--- config.mk ---
export PLATFORM = sky130hd
export DESIGN_NAME = load_store_unit
export DESIGN_NICKNAME = d
export VERILOG_FILES = /design/src/rtl/load_store_unit.sv
export SDC_FILE = /design/constraint.sdc
export NUM_CORES = 1
export LEC_CHECK = 0
export CORE_UTILIZATION = 40
export DETAILED_ROUTE_END_ITERATION = 8
export PLACE_DENSITY = 0.77
export SLEW_MARGIN = 20
export SYNTH_ARGS = -nofsm -noshare
export SYNTH_HDL_FRONTEND = slang
export SYNTH_SLANG_ARGS = --single-unit
--- constraint.sdc ---
create_clock -name clk -period 2.7 [get_ports clk]
set_clock_uncertainty 0.05 [all_clocks]
set_input_delay 0.54 -clock clk [delete_from_list [all_inputs] [get_ports clk]]
set_output_delay 0.54 -clock clk [all_outputs]
set_load 0.05 [all_outputs]
--- src/rtl/load_store_unit.sv ---
// load_store_unit
//   Sits between the EX/MEM stage and a word-wide data memory. Each accepted
//   request runs as a short multi-cycle operation. The unit holds the pipeline
//   with stall until the operation is done and signals completion with a
//   single resp_valid pulse.
//     store / no-op : accept N, STORE N+1 (dm_wr, response), IDLE N+2
//     load          : accept N, LOAD_REQ N+1 (dm_re), LOAD_DATA N+2 (dm_rd
//                     captured), RESP N+3 (response), IDLE N+4
//
//   Optional feature: define LSU_MISALIGN_TRAP_EN to trap misaligned halfword
//   and word accesses. A trapped access makes no memory access and responds in
//   N+1 with misalign=1 and resp_data=0. When the macro is undefined, the low
//   offset bits are ignored and misalign is tied to 0.
//
// Ports
//   clk, reset           clock, asynchronous active-high reset
//   req_valid/req_ready  request handshake (ready only in IDLE)
//   MemRead, MemWrite    load / store strobes (MemRead wins if both are set)
//   Funct3, addr, wdata  access type, byte address, store data
//   resp_valid           one-cycle completion pulse
//   resp_data            extended load result (0 for stores), held between ops
//   misalign             misaligned-access flag, qualified by resp_valid
//   stall                high whenever the unit is not in IDLE
//   dm_addr/dm_wd/dm_wr  word address, lane-replicated data, byte enables
//   dm_re, dm_rd         read strobe; read data valid the cycle after dm_re
module load_store_unit #(
    parameter int DM_ADDRESS = 9,
    parameter int DATA_W     = 32
) (
    input  logic                  clk,
    input  logic                  reset,
    input  logic                  req_valid,
    output logic                  req_ready,
    input  logic                  MemRead,
    input  logic                  MemWrite,
    input  logic [2:0]            Funct3,
    input  logic [DM_ADDRESS-1:0] addr,
    input  logic [DATA_W-1:0]     wdata,
    output logic                  resp_valid,
    output logic [DATA_W-1:0]     resp_data,
    output logic                  misalign,
    output logic                  stall,
    output logic [DM_ADDRESS-1:0] dm_addr,
    output logic [DATA_W-1:0]     dm_wd,
    output logic [3:0]            dm_wr,
    output logic                  dm_re,
    input  logic [DATA_W-1:0]     dm_rd
);

    typedef enum logic [2:0] {
        IDLE,
        STORE,
        LOAD_REQ,
        LOAD_DATA,
        RESP
    } state_t;

    state_t state, state_nx;

    logic [DM_ADDRESS-1:0] addr_p1;
    logic [DATA_W-1:0]     wdata_p1;
    logic [2:0]            f3_p1;
    logic                  wr_p1;
    logic [DATA_W-1:0]     resp_data_p1;
    logic                  accept;
    logic                  mis_now;
    logic                  mis_p1;

    // Byte enables for a store of the given type at the given byte offset.
    function automatic logic [3:0] store_be(input logic [2:0] f3, input logic [1:0] off);
        case (f3)
            3'b000:  return 4'b0001 << off;
            3'b001:  return 4'b0011 << {off[1], 1'b0};
            default: return 4'b1111;
        endcase
    endfunction

    // Replicate store data across all lanes so that the enables select the lane.
    function automatic logic [31:0] store_data(input logic [2:0] f3, input logic [31:0] d);
        case (f3)
            3'b000:  return {4{d[7:0]}};
            3'b001:  return {2{d[15:0]}};
            default: return d;
        endcase
    endfunction

    // Pick the lane addressed by the offset, then sign- or zero-extend it.
    function automatic logic [31:0] load_ext(input logic [2:0] f3, input logic [1:0] off,
                                             input logic [31:0] rd);
        logic [31:0]        shifted;
        logic signed [7:0]  b;
        logic signed [15:0] h;
        shifted = rd >> {off, 3'b000};
        b       = shifted[7:0];
        h       = off[1] ? rd[31:16] : rd[15:0];
        case (f3)
            3'b000:  return 32'(b);
            3'b001:  return 32'(h);
            3'b100:  return {24'd0, b};
            3'b101:  return {16'd0, h};
            default: return rd;
        endcase
    endfunction

`ifdef LSU_MISALIGN_TRAP_EN
    // Halfwords need addr[0]=0 and words need addr[1:0]=0. A request with
    // neither strobe set makes no access, so it never traps.
    function automatic logic is_misaligned(input logic [2:0] f3, input logic [1:0] off);
        case (f3)
            3'b001, 3'b101: return off[0];
            3'b010:         return off != 2'b00;
            default:        return 1'b0;
        endcase
    endfunction

    assign mis_now = (MemRead || MemWrite) && is_misaligned(Funct3, addr[1:0]);

    always_ff @(posedge clk or posedge reset) begin
        if (reset)       mis_p1 <= 1'b0;
        else if (accept) mis_p1 <= mis_now;
    end
`else
    assign mis_now = 1'b0;
    assign mis_p1  = 1'b0;
`endif

    assign req_ready = (state == IDLE) && !reset;
    assign accept    = req_valid && req_ready;

    always_ff @(posedge clk or posedge reset) begin
        if (reset) state <= IDLE;
        else       state <= state_nx;
    end

    always_comb begin
        state_nx = state;
        case (state)
            IDLE: begin
                if (accept) begin
                    if (mis_now)      state_nx = RESP;
                    else if (MemRead) state_nx = LOAD_REQ;
                    else              state_nx = STORE;
                end
            end
            STORE:     state_nx = IDLE;
            LOAD_REQ:  state_nx = LOAD_DATA;
            LOAD_DATA: state_nx = RESP;
            RESP:      state_nx = IDLE;
            default:   state_nx = IDLE;
        endcase
    end

    // Request capture: accepted in N, visible from N+1
    always_ff @(posedge clk or posedge reset) begin
        if (reset) begin
            addr_p1      <= '0;
            wdata_p1     <= '0;
            f3_p1        <= '0;
            wr_p1        <= 1'b0;
            resp_data_p1 <= '0;
        end else if (accept) begin
            addr_p1  <= addr;
            wdata_p1 <= wdata;
            f3_p1    <= Funct3;
            // MemRead takes priority, so a combined request never writes.
            wr_p1    <= MemWrite && !MemRead && !mis_now;
            // Stores and traps respond with zero in the very next cycle.
            if (!MemRead || mis_now) resp_data_p1 <= '0;
        end else if (state == LOAD_DATA) begin
            resp_data_p1 <= load_ext(f3_p1, addr_p1[1:0], dm_rd);
        end
    end

    assign stall      = (state != IDLE);
    assign resp_valid = (state == STORE) || (state == RESP);
    assign misalign   = (state == RESP) && mis_p1;
    assign resp_data  = resp_data_p1;
    assign dm_addr    = {addr_p1[DM_ADDRESS-1:2], 2'b00};
    assign dm_wd      = store_data(f3_p1, wdata_p1);
    assign dm_wr      = (state == STORE && wr_p1) ? store_be(f3_p1, addr_p1[1:0]) : 4'b0000;
    assign dm_re      = (state == LOAD_REQ);

endmodule

==> flow_summary_export.csv, run 1 <==
group,metric,value,unit
status,outcome,"finished clean",
yosys,yosysWarnings,0,
sta,maxSlewHeadroom,0.302,
final_layout,area_growth,45.4,%
pwr,p_leak,2.51,nW
setup_path,cp.arrival,1.93,ns
hold_path,hold_path_class,"reg -> reg",
setup_path,critPathKind,"reg -> out",
yosys,synth_edf_count,0,
run,maxCapViolations,0,
yosys,ys.flop_type,"dfrtp_1",
route,antenna_left,0,
placed_design,place_congestion,0.878,
sta,rsz0062_at_grt,"false",
yosys,syn_avg_cell_area,11.8,µm²
clocking,cts_max_level,3,
pwr,ir_drop,935,µV
setup_path,rrSetupSlack,0.65,ns
pwr,powerDensity,1490,nW/µm²
global_route,grt_pass1_wl,17.0,mm
placed_design,dp_hpwl,8.08,mm
clocking,clock_latency,0.35,ns
clocking,cts_buffers,9,
sta,clock.fmax,397,MHz
floorplanning,fp.coreArea,9860,µm²
clocking,cts_resized,0,
placed_design,dp_cells,612,
global_route,overflow,0,
sta,slew_viol_final,0,
setup_path,critPathLaunchType,"flop",
route,avgRoutedWirePerCell,17.4,µm
yosys,ys_ff_latch,80,
pwr,power,0.00890,W
sta,tns,0,ns
route,vias,3334,
clocking,clkSlewWorstSetupHoldPaths,0.08,ns
clocking,cts.path.max_buffers,2,
sta,fin_crit_sh,0.934,
floorplanning,die_y,103,µm
global_route,grt_max_degree,49,
yosys,synth_cells,349,
final_layout,n_fill_cell,826,
global_route,grt_use_total,0.213,
route,drt_first_pass_iters,4,
yosys,synth-async-reset-ratio,1.00,
floorplanning,io_pins,163,
final_layout,diodes,0,
yosys,synthDistinctLibCells,39,
sta,hold_violations,0,
global_route,grt_pass1_vias,3401,
global_route,antenna_found_initial,0,
yosys,yosysSeqAreaShare,0.487,
placed_design,numPortBuffers,159,
clocking,clockRootBuffer,"clkbuf_8",
final_layout,layout-drive-gt1-share,0.293,
clocking,cts_setup_buffers,0,
setup_path,crit_path_end_kind,"output port",
route,drt-initial-drc-count,62,
setup_path,path_max_fanout,7,
sta,setup_viol,0,
route,viasPerCell,5.31,
clocking,cts_tree,"yes",
sta,tightest_slew,1.04,ns
final_layout,num-nets-final,571,
floorplanning,die_w,103,µm
clocking,ctsHoldBuffers,0,
floorplanning,initial_utilization,0.417,
sta,period_minus_slack,2.52,ns
floorplanning,rows,36,
final_layout,instances_no_fill,628,
yosys,netlist_area,4110,µm²
route,drc,0,
clocking,clock_sinks,80,
route,wl,10.9,mm
floorplanning,dieArea,10700,µm²
setup_path,crit_required,2.11,ns
critical path, cell delays in order (launching register included):
cell             delay (ns)
dfrtp_1                0.49
xnor2_1                0.18
nor2_1                 0.10
clkdlybuf4s50_1        0.81
registers in the layout (all words and copies together) (netlist names):
name       cells
f3_p1          3
state          3
wdata_p1      32
wr_p1          1
resp_data     32
addr_p1        9
through the flow:
stage / setup slack [ns] / utilization / instance area [µm²] / hold slack (ns)
2_1_floorplan: 0.0583 / - / 4120 / 0.400
3_3_place_gp: 0.469 / 0.589 / 5810 / 0.402
3_5_place_dp: 0.389 / 0.589 / 5810 / 0.419
4_1_cts: 0.157 / 0.606 / 5980 / 0.436
5_1_grt: 0.0785 / 0.606 / 5980 / 0.461
6_report: 0.179 / 0.606 / 5980 / 0.433
layer usage:
| layer | GRT usage | wire length, µm | vias up |
|---|---|---|---|
| li1 | - | - | 1532 |
| met1 | 0.238 | 4290 | 1633 |
| met2 | 0.372 | 5350 | 151 |
| met3 | 0.0759 | 1050 | 18 |
| met4 | 0.0780 | 206 | 0 |
| met5 | 0 | 0 | - |
worst paths after layout:
check                        startpoint       endpoint  cells after the start
setup / recovery               state[0]     resp_valid                      3
hold / removal             resp_data[0]   resp_data[0]                      2
setup reg to reg               state[2]  resp_data[26]                      6
hold reg to reg            resp_data[0]   resp_data[0]                      2
max in group asynchronous         reset   wdata_p1[30]                      3
min in group asynchronous         reset     addr_p1[5]                      2
report_power, final:
group          internal (W)  switching, W  leakage [nW]
Sequential          0.00174      0.000440         0.995
Clock              0.000333      0.000449        0.0793
Combinational       0.00237       0.00358          1.43
Total               0.00444       0.00447          2.51
synthesized netlist by cell type, types with 7 or more instances:
library cell / instances / share of area
a21oi_1: 14 / 0.017
a221o_1: 16 / 0.039
buf_2: 15 / 0.018
buf_4: 20 / 0.037
dfrtp_1: 80 / 0.49
mux2_2: 73 / 0.20
mux2i_1: 10 / 0.024
nand2_1: 21 / 0.019
nor2_1: 16 / 0.015
o21ai_0: 17 / 0.021
o21ai_1: 7 / 0.0085
cells in the final DEF, fill, tap and decap left out, drive strengths merged, types with 2 or more instances in the layout:
| master | n |
|---|---|
| nand2 | 21 |
| o21ai | 24 |
| nor2 | 16 |
| a221o | 16 |
| clkdlybuf4s50 | 130 |
| a21oi | 16 |
| o31ai | 2 |
| nor3b | 2 |
| mux2 | 73 |
| nor2b | 4 |
| buf | 43 |
| a32oi | 4 |
| dfrtp | 80 |
| clkinv | 4 |
| conb | 3 |
| mux2i | 10 |
| clkbuf | 11 |
| a211oi | 6 |
| inv | 4 |
| nand2b | 3 |
| o32ai | 2 |
| a32o | 2 |
| nor3 | 6 |
| clkinvlp | 2 |
kinds of logic after synthesis:
group,synth area share
DFF,0.487
AOI/OAI and AO/OA,0.140
muxes,0.230
xor gates and xnor gates,0.00213
other,0.000912
buffers and inverters,0.0724
and+or+nand+nor,0.0682
cell type report:
cell class,count,area [µm²],share of cell area
Sequential cell,80,2000,0.335
Clock buffer,11,131,0.0220
Tap cell,133,166,0.0278
Multi-Input combinational cell,221,1820,0.305
Timing Repair Buffer,173,1800,0.301
Clock inverter,5,33.8,0.00565
Inverter,5,20.0,0.00335
Note: power is estimated with default switching activity, not from simulation.
==> inputs of run 2 (changes only) <==
--- a/config.mk
+++ b/config.mk
@@ -6,6 +6,7 @@
 export NUM_CORES = 1
 export LEC_CHECK = 0
 export CORE_UTILIZATION = 40
+export CTS_BUF_LIST = sky130_fd_sc_hd__clkbuf_16
 export DETAILED_ROUTE_END_ITERATION = 8
 export PLACE_DENSITY = 0.77
 export SLEW_MARGIN = 20
==> run 2 against run 1 <==
Register-to-register slack about the same. First-iteration DRC count rose by 9.7%. Sequential power hardly changed. Critical path depth stayed put. Non-clock buffer count unchanged. Combinational power hardly changed. Wire length is 0.91% higher. Die area is the same. Utilization increased by 1.0 points. Clock power up 41%. Fmax is 1.1% higher. Largest cell class unchanged. Largest power group unchanged.
==> flow_summary_export.csv, run 2 (same netlist as run 1, synthesis figures left out) <==
group,metric,value,unit
setup_path,crit_family,"buffers and inverters",
setup_path,crit_path_end_kind,"output port",
global_route,grt_max_degree,49,
global_route,grt_use_total,0.215,
route,drc,0,
setup_path,slowest_stage,"clkdlybuf4s50_1",
sta,rsz0062_at_grt,"false",
global_route,antenna_found_initial,0,
sta,setup_viol,0,
sta,hold_violations,0,
clocking,ctsHoldBuffers,0,
pwr,seq_power_share,0.236,
floorplanning,rows,36,
hold_path,hold_path_class,"reg -> reg",
global_route,overflow,0,
clocking,clock_latency,0.33,ns
route,drt-initial-drc-count,68,
floorplanning,fp.coreArea,9860,µm²
setup_path,max_stage_delay,0.81,ns
floorplanning,io_pins,163,
placed_design,dp_hpwl,8.08,mm
route,avgRoutedWirePerCell,17.5,µm
route,viasPerCell,5.26,
pwr,p_leak,2.56,nW
setup_path,critPathLaunchType,"flop",
route,wl,11.0,mm
floorplanning,dieArea,10700,µm²
setup_path,cp_cell_sequence,"xnor2_1 > nor2_1 > clkdlybuf4s50_1",
sta,tns,0,ns
setup_path,path_max_fanout,7,
sta,maxSlewHeadroom,0.315,
final_layout,area_growth,47.8,%
sta,whs,0.425,ns
clocking,cts_max_level,3,
setup_path,cp.arrival,1.90,ns
floorplanning,die_y,103,µm
route,drt_first_pass_iters,4,
floorplanning,initial_utilization,0.417,
clocking,cts_resized,0,
final_layout,num-nets-final,571,
setup_path,cp.depth,3,
status,outcome,"finished clean",
route,antenna_left,0,
clocking,clkSlewWorstSetupHoldPaths,0.06,ns
hold_path,worstHoldPathCells,2,
setup_path,critPathBufInv,1,
final_layout,final_common_cell,"clkdlybuf4s50_1",
setup_path,reg2regPathDepth,6,
sta,fin_crit_sh,0.923,
pwr,internal-power,0.00472,W
clocking,cts_tree,"yes",
run,maxCapViolations,0,
pwr,switching_share,0.489,
setup_path,r2r-start,"state[2]",
setup_path,critPathLaunch,"state[0]",
clocking,cts.path.max_buffers,2,
sta,period_minus_slack,2.49,ns
global_route,grt_pass1_wl,17.1,mm
pwr,powerDensity,1520,nW/µm²
clocking,clock_sinks,80,
clocking,cts_buffers,9,
pwr,pwr-share-comb,0.645,
final_layout,mostFrequentLayoutCells,"clkdlybuf4s50_1, dfrtp_1, mux2_2, buf_4, nand2_1",
setup_path,crit_required,2.11,ns
placed_design,numPortBuffers,159,
placed_design,place_congestion,0.878,
clocking,cts_setup_buffers,0,
global_route,grt_pass1_vias,3402,
final_layout,diodes,0,
final_layout,layout-drive-gt1-share,0.293,
setup_path,critPathKind,"reg -> out",
pwr,ir_drop,930,µV
floorplanning,die_w,103,µm
pwr,clockPowerShare,0.119,
sta,clock.fmax,401,MHz
route,vias,3302,
sta,tightest_slew,1.02,ns
sta,slew_viol_final,0,
pwr,power.switching,0.00451,W
hold_path,hp-start,"resp_data[0]",
clocking,clockRootBuffer,"clkbuf_16",
[run 2: worst min-delay path, stage by stage, from the launching register on]
cell     delay (ns)
dfrtp_1        0.34
nand2_1        0.05
nand2_1        0.05
[run 2: power groups by stage]
| stage | logic, W | clock network (W) | registers, W |
|---|---|---|---|
| 2_1_floorplan | 0.00363 | 0 | 0.00264 |
| 3_3_place_gp | 0.00590 | 0 | 0.00217 |
| 3_5_place_dp | 0.00598 | 0 | 0.00220 |
| 4_1_cts | 0.00600 | 0.00113 | 0.00218 |
| 5_1_grt | 0.00627 | 0.00119 | 0.00226 |
| 6_report | 0.00595 | 0.00110 | 0.00218 |
[run 2: through the flow]
stage	utilization	cell area (µm²)	power (W)	std cells	setup slack, ns
final	0.616	6080	0.00923	628	0.207
after floorplan	-	4120	0.00626	351	0.0583
after CTS	0.616	6080	0.00930	628	0.191
after global routing	0.616	6080	0.00972	628	0.111
after global placement	0.589	5810	0.00806	612	0.469
after detailed placement	0.589	5810	0.00818	612	0.389
[run 2: path summary, 6_finish.rpt]
path / to / slack [ns]
setup / recovery: resp_valid / 0.21
hold / removal: resp_data[0] / 0.42
setup reg to reg: resp_data[26] / 0.65
hold reg to reg: resp_data[0] / 0.42
max in group asynchronous: wdata_p1[27] / 1.42
min in group asynchronous: addr_p1[5] / 0.55
[run 2: metal layers]
| metal | wire (µm) | GRT usage | up-vias | share of wire |
|---|---|---|---|---|
| met5 | 0 | 0 | - | 0 |
| met4 | 108 | 0.0520 | 0 | 0.0098 |
| met3 | 1020 | 0.0914 | 10 | 0.093 |
| met2 | 5440 | 0.378 | 141 | 0.49 |
| met1 | 4420 | 0.242 | 1618 | 0.40 |
| li1 | - | - | 1533 | - |
[run 2: area by class of cell]
| class | count | area [µm²] |
|---|---|---|
| inverter | 5 | 20.0 |
| clock buffer | 9 | 225 |
| clock inverter | 7 | 41.3 |
| multi-input combinational | 221 | 1820 |
| sequential | 80 | 2000 |
| timing repair buffer | 173 | 1800 |
| fill | 810 | 3790 |
| tap | 133 | 166 |
==> inputs of run 3 (changes only) <==
--- a/config.mk
+++ b/config.mk
@@ -5,10 +5,11 @@
 export SDC_FILE = /design/constraint.sdc
 export NUM_CORES = 1
 export LEC_CHECK = 0
-export CORE_UTILIZATION = 40
-export CTS_BUF_LIST = sky130_fd_sc_hd__clkbuf_16
+export CORE_UTILIZATION = 41
+export CTS_BUF_LIST = sky130_fd_sc_hd__clkbuf_4 sky130_fd_sc_hd__clkbuf_8
+export CTS_CLUSTER_DIAMETER = 40
 export DETAILED_ROUTE_END_ITERATION = 8
-export PLACE_DENSITY = 0.77
+export PLACE_DENSITY = 0.78
 export SLEW_MARGIN = 20
 export SYNTH_ARGS = -nofsm -noshare
 export SYNTH_HDL_FRONTEND = slang
==> run 3 against run 2 <==
Sequential power about the same. Clock power down 19%. Sequential share of layout area up 0.51 points. Critical path type unchanged. Highest routed layer unchanged.
==> flow_summary_export.csv, run 3 (same netlist as run 1, synthesis figures left out) <==
group,metric,value,unit
status,outcome,"finished clean",
global_route,grt_pass1_vias,3321,
pwr,p_leak,2.51,nW
global_route,overflow,0,
floorplanning,fp.coreArea,9730,µm²
setup_path,crit_required,2.11,ns
setup_path,critPathBufInv,1,
setup_path,crit_path_end_kind,"output port",
setup_path,slowest_stage,"nor3_4",
global_route,use_met2,0.360,
setup_path,max_stage_delay,0.52,ns
setup_path,r2r_end,"resp_data[9]",
hold_path,hp-start,"resp_data[0]",
global_route,use_met3,0.0787,
sta,tns,0,ns
floorplanning,rows,36,
clocking,cts_tree,"yes",
sta,maxSlewHeadroom,0.322,
clocking,ctsHoldBuffers,0,
setup_path,reg2regPathDepth,4,
placed_design,placed_cell_area,5790,µm²
sta,tightest_slew,1.01,ns
placed_design,dp_hpwl,7.82,mm
clocking,cts_resized,0,
floorplanning,initial_utilization,0.423,
route,drc,0,
run,maxCapViolations,0,
final_layout,area_growth,45.6,%
sta,fin_ws,0.168,ns
route,drt_first_pass_iters,4,
final_layout,layout-drive-gt1-share,0.293,
pwr,pwr-share-comb,0.656,
clocking,cts_max_level,3,
pwr,clockPowerShare,0.099,
pwr,internal-power,0.00452,W
global_route,grt_max_degree,49,
global_route,grt_util_met1,0.237,
final_layout,final_common_cell,"clkdlybuf4s50_1",
global_route,grt_pass1_wl,16.3,mm
setup_path,critPathKind,"reg -> out",
setup_path,cp.arrival,1.94,ns
final_layout,postLayoutCellArea,5990,µm²
floorplanning,io_pins,163,
global_route,antenna_found_initial,0,
placed_design,numPortBuffers,159,
floorplanning,die_w,102,µm
route,drt-initial-drc-count,87,
hold_path,hold_path_class,"reg -> reg",
route,wl,10.6,mm
hold_path,whs_endpoint,"resp_data[0]",
route,avgRoutedWirePerCell,16.9,µm
pwr,powerDensity,1500,nW/µm²
clocking,cts_setup_buffers,0,
final_layout,mostFrequentLayoutCells,"clkdlybuf4s50_1, dfrtp_1, mux2_2, buf_4, nand2_1",
pwr,power.switching,0.00443,W
pwr,seq_power_share,0.244,
sta,fin_crit_sh,0.938,
clocking,cts.path.max_buffers,2,
sta,slew_viol_final,0,
sta,clock.fmax,395,MHz
sta,period_minus_slack,2.53,ns
setup_path,path_max_fanout,9,
setup_path,rrSetupSlack,0.61,ns
setup_path,cp_cell_sequence,"nor3_4 > mux2_2 > buf_4",
final_layout,num-nets-final,568,
hold_path,worstHoldPathCells,2,
floorplanning,dieArea,10400,µm²
clocking,clock_sinks,80,
sta,hold_violations,0,
final_layout,n_fill_cell,798,
setup_path,r2r-start,"addr_p1[1]",
final_layout,fin_util,0.615,
sta,rsz0062_at_grt,"false",
pwr,ir_drop,1080,µV
clocking,clockRootBuffer,"clkbuf_8",
clocking,cts_buffers,9,
global_route,grt_use_total,0.208,
setup_path,crit_family,"simple AND/OR/NAND/NOR gates",
route,antenna_left,0,
placed_design,place_congestion,0.794,
floorplanning,die_y,102,µm
sta,setup_viol,0,
global_route,busiest_layer,"met2",
pwr,switching_share,0.495,
setup_path,critPathLaunchType,"flop",
placed_design,place_ws,0.433,ns
route,vias,3270,
clocking,clkSlewWorstSetupHoldPaths,0.08,ns
clocking,clock_latency,0.34,ns
final_layout,diodes,0,
route,viasPerCell,5.23,
-- run 3: cell type report --
class | count | area (µm²) | area share
Sequential cell | 80 | 2000 | 0.334
Clock buffer | 11 | 139 | 0.0232
Clock inverter | 5 | 57.6 | 0.00962
Timing Repair Buffer | 170 | 1780 | 0.297
Tap cell | 133 | 166 | 0.0278
Multi-Input combinational cell | 221 | 1820 | 0.305
Inverter | 5 | 20.0 | 0.00334
-- run 3: worst register-to-register path: stages (launching register included) --
cell and delay [ns]:
dfrtp_1 0.76, mux4_2 0.59, and2_1 0.26, a211oi_2 0.24
o21ai_1 0.08
-- run 3: metrics by stage --
step                cells  hold slack (ns)  power (W)
global route          625            0.441    0.00939
finish                625            0.424    0.00895
detailed placement    609            0.409    0.00813
global placement      609            0.400    0.00803
floorplan             351            0.400    0.00626
CTS                   625            0.425    0.00902
-- run 3: power by group through the flow --
stage | clock network [W] | registers [W] | logic, W
global route | 0.000962 | 0.00226 | 0.00616
global placement | 0 | 0.00219 | 0.00584
floorplan | 0 | 0.00264 | 0.00363
finish | 0.000888 | 0.00219 | 0.00588
detailed placement | 0 | 0.00222 | 0.00591
CTS | 0.000910 | 0.00219 | 0.00592
-- run 3: worst max-delay path by stage --
stage	to	depth (start not counted)	slack, ns	start
2_1_floorplan	addr_p1[0]	1	0.06	reset
3_3_place_gp	resp_data[13]	5	0.46	dm_rd[31]
3_5_place_dp	resp_data[31]	5	0.43	dm_rd[31]
4_1_cts	dm_wd[15]	3	0.16	f3_p1[1]
5_1_grt	dm_wd[15]	3	0.08	f3_p1[1]
6_report	dm_wd[15]	3	0.17	f3_p1[1]
-- run 3: layer usage --
metal	wire length, µm	up-vias	share of wire
met4	133	0	0.013
met2	5210	138	0.49
met5	0	-	0
met3	1040	11	0.099
li1	-	1524	-
met1	4180	1597	0.40
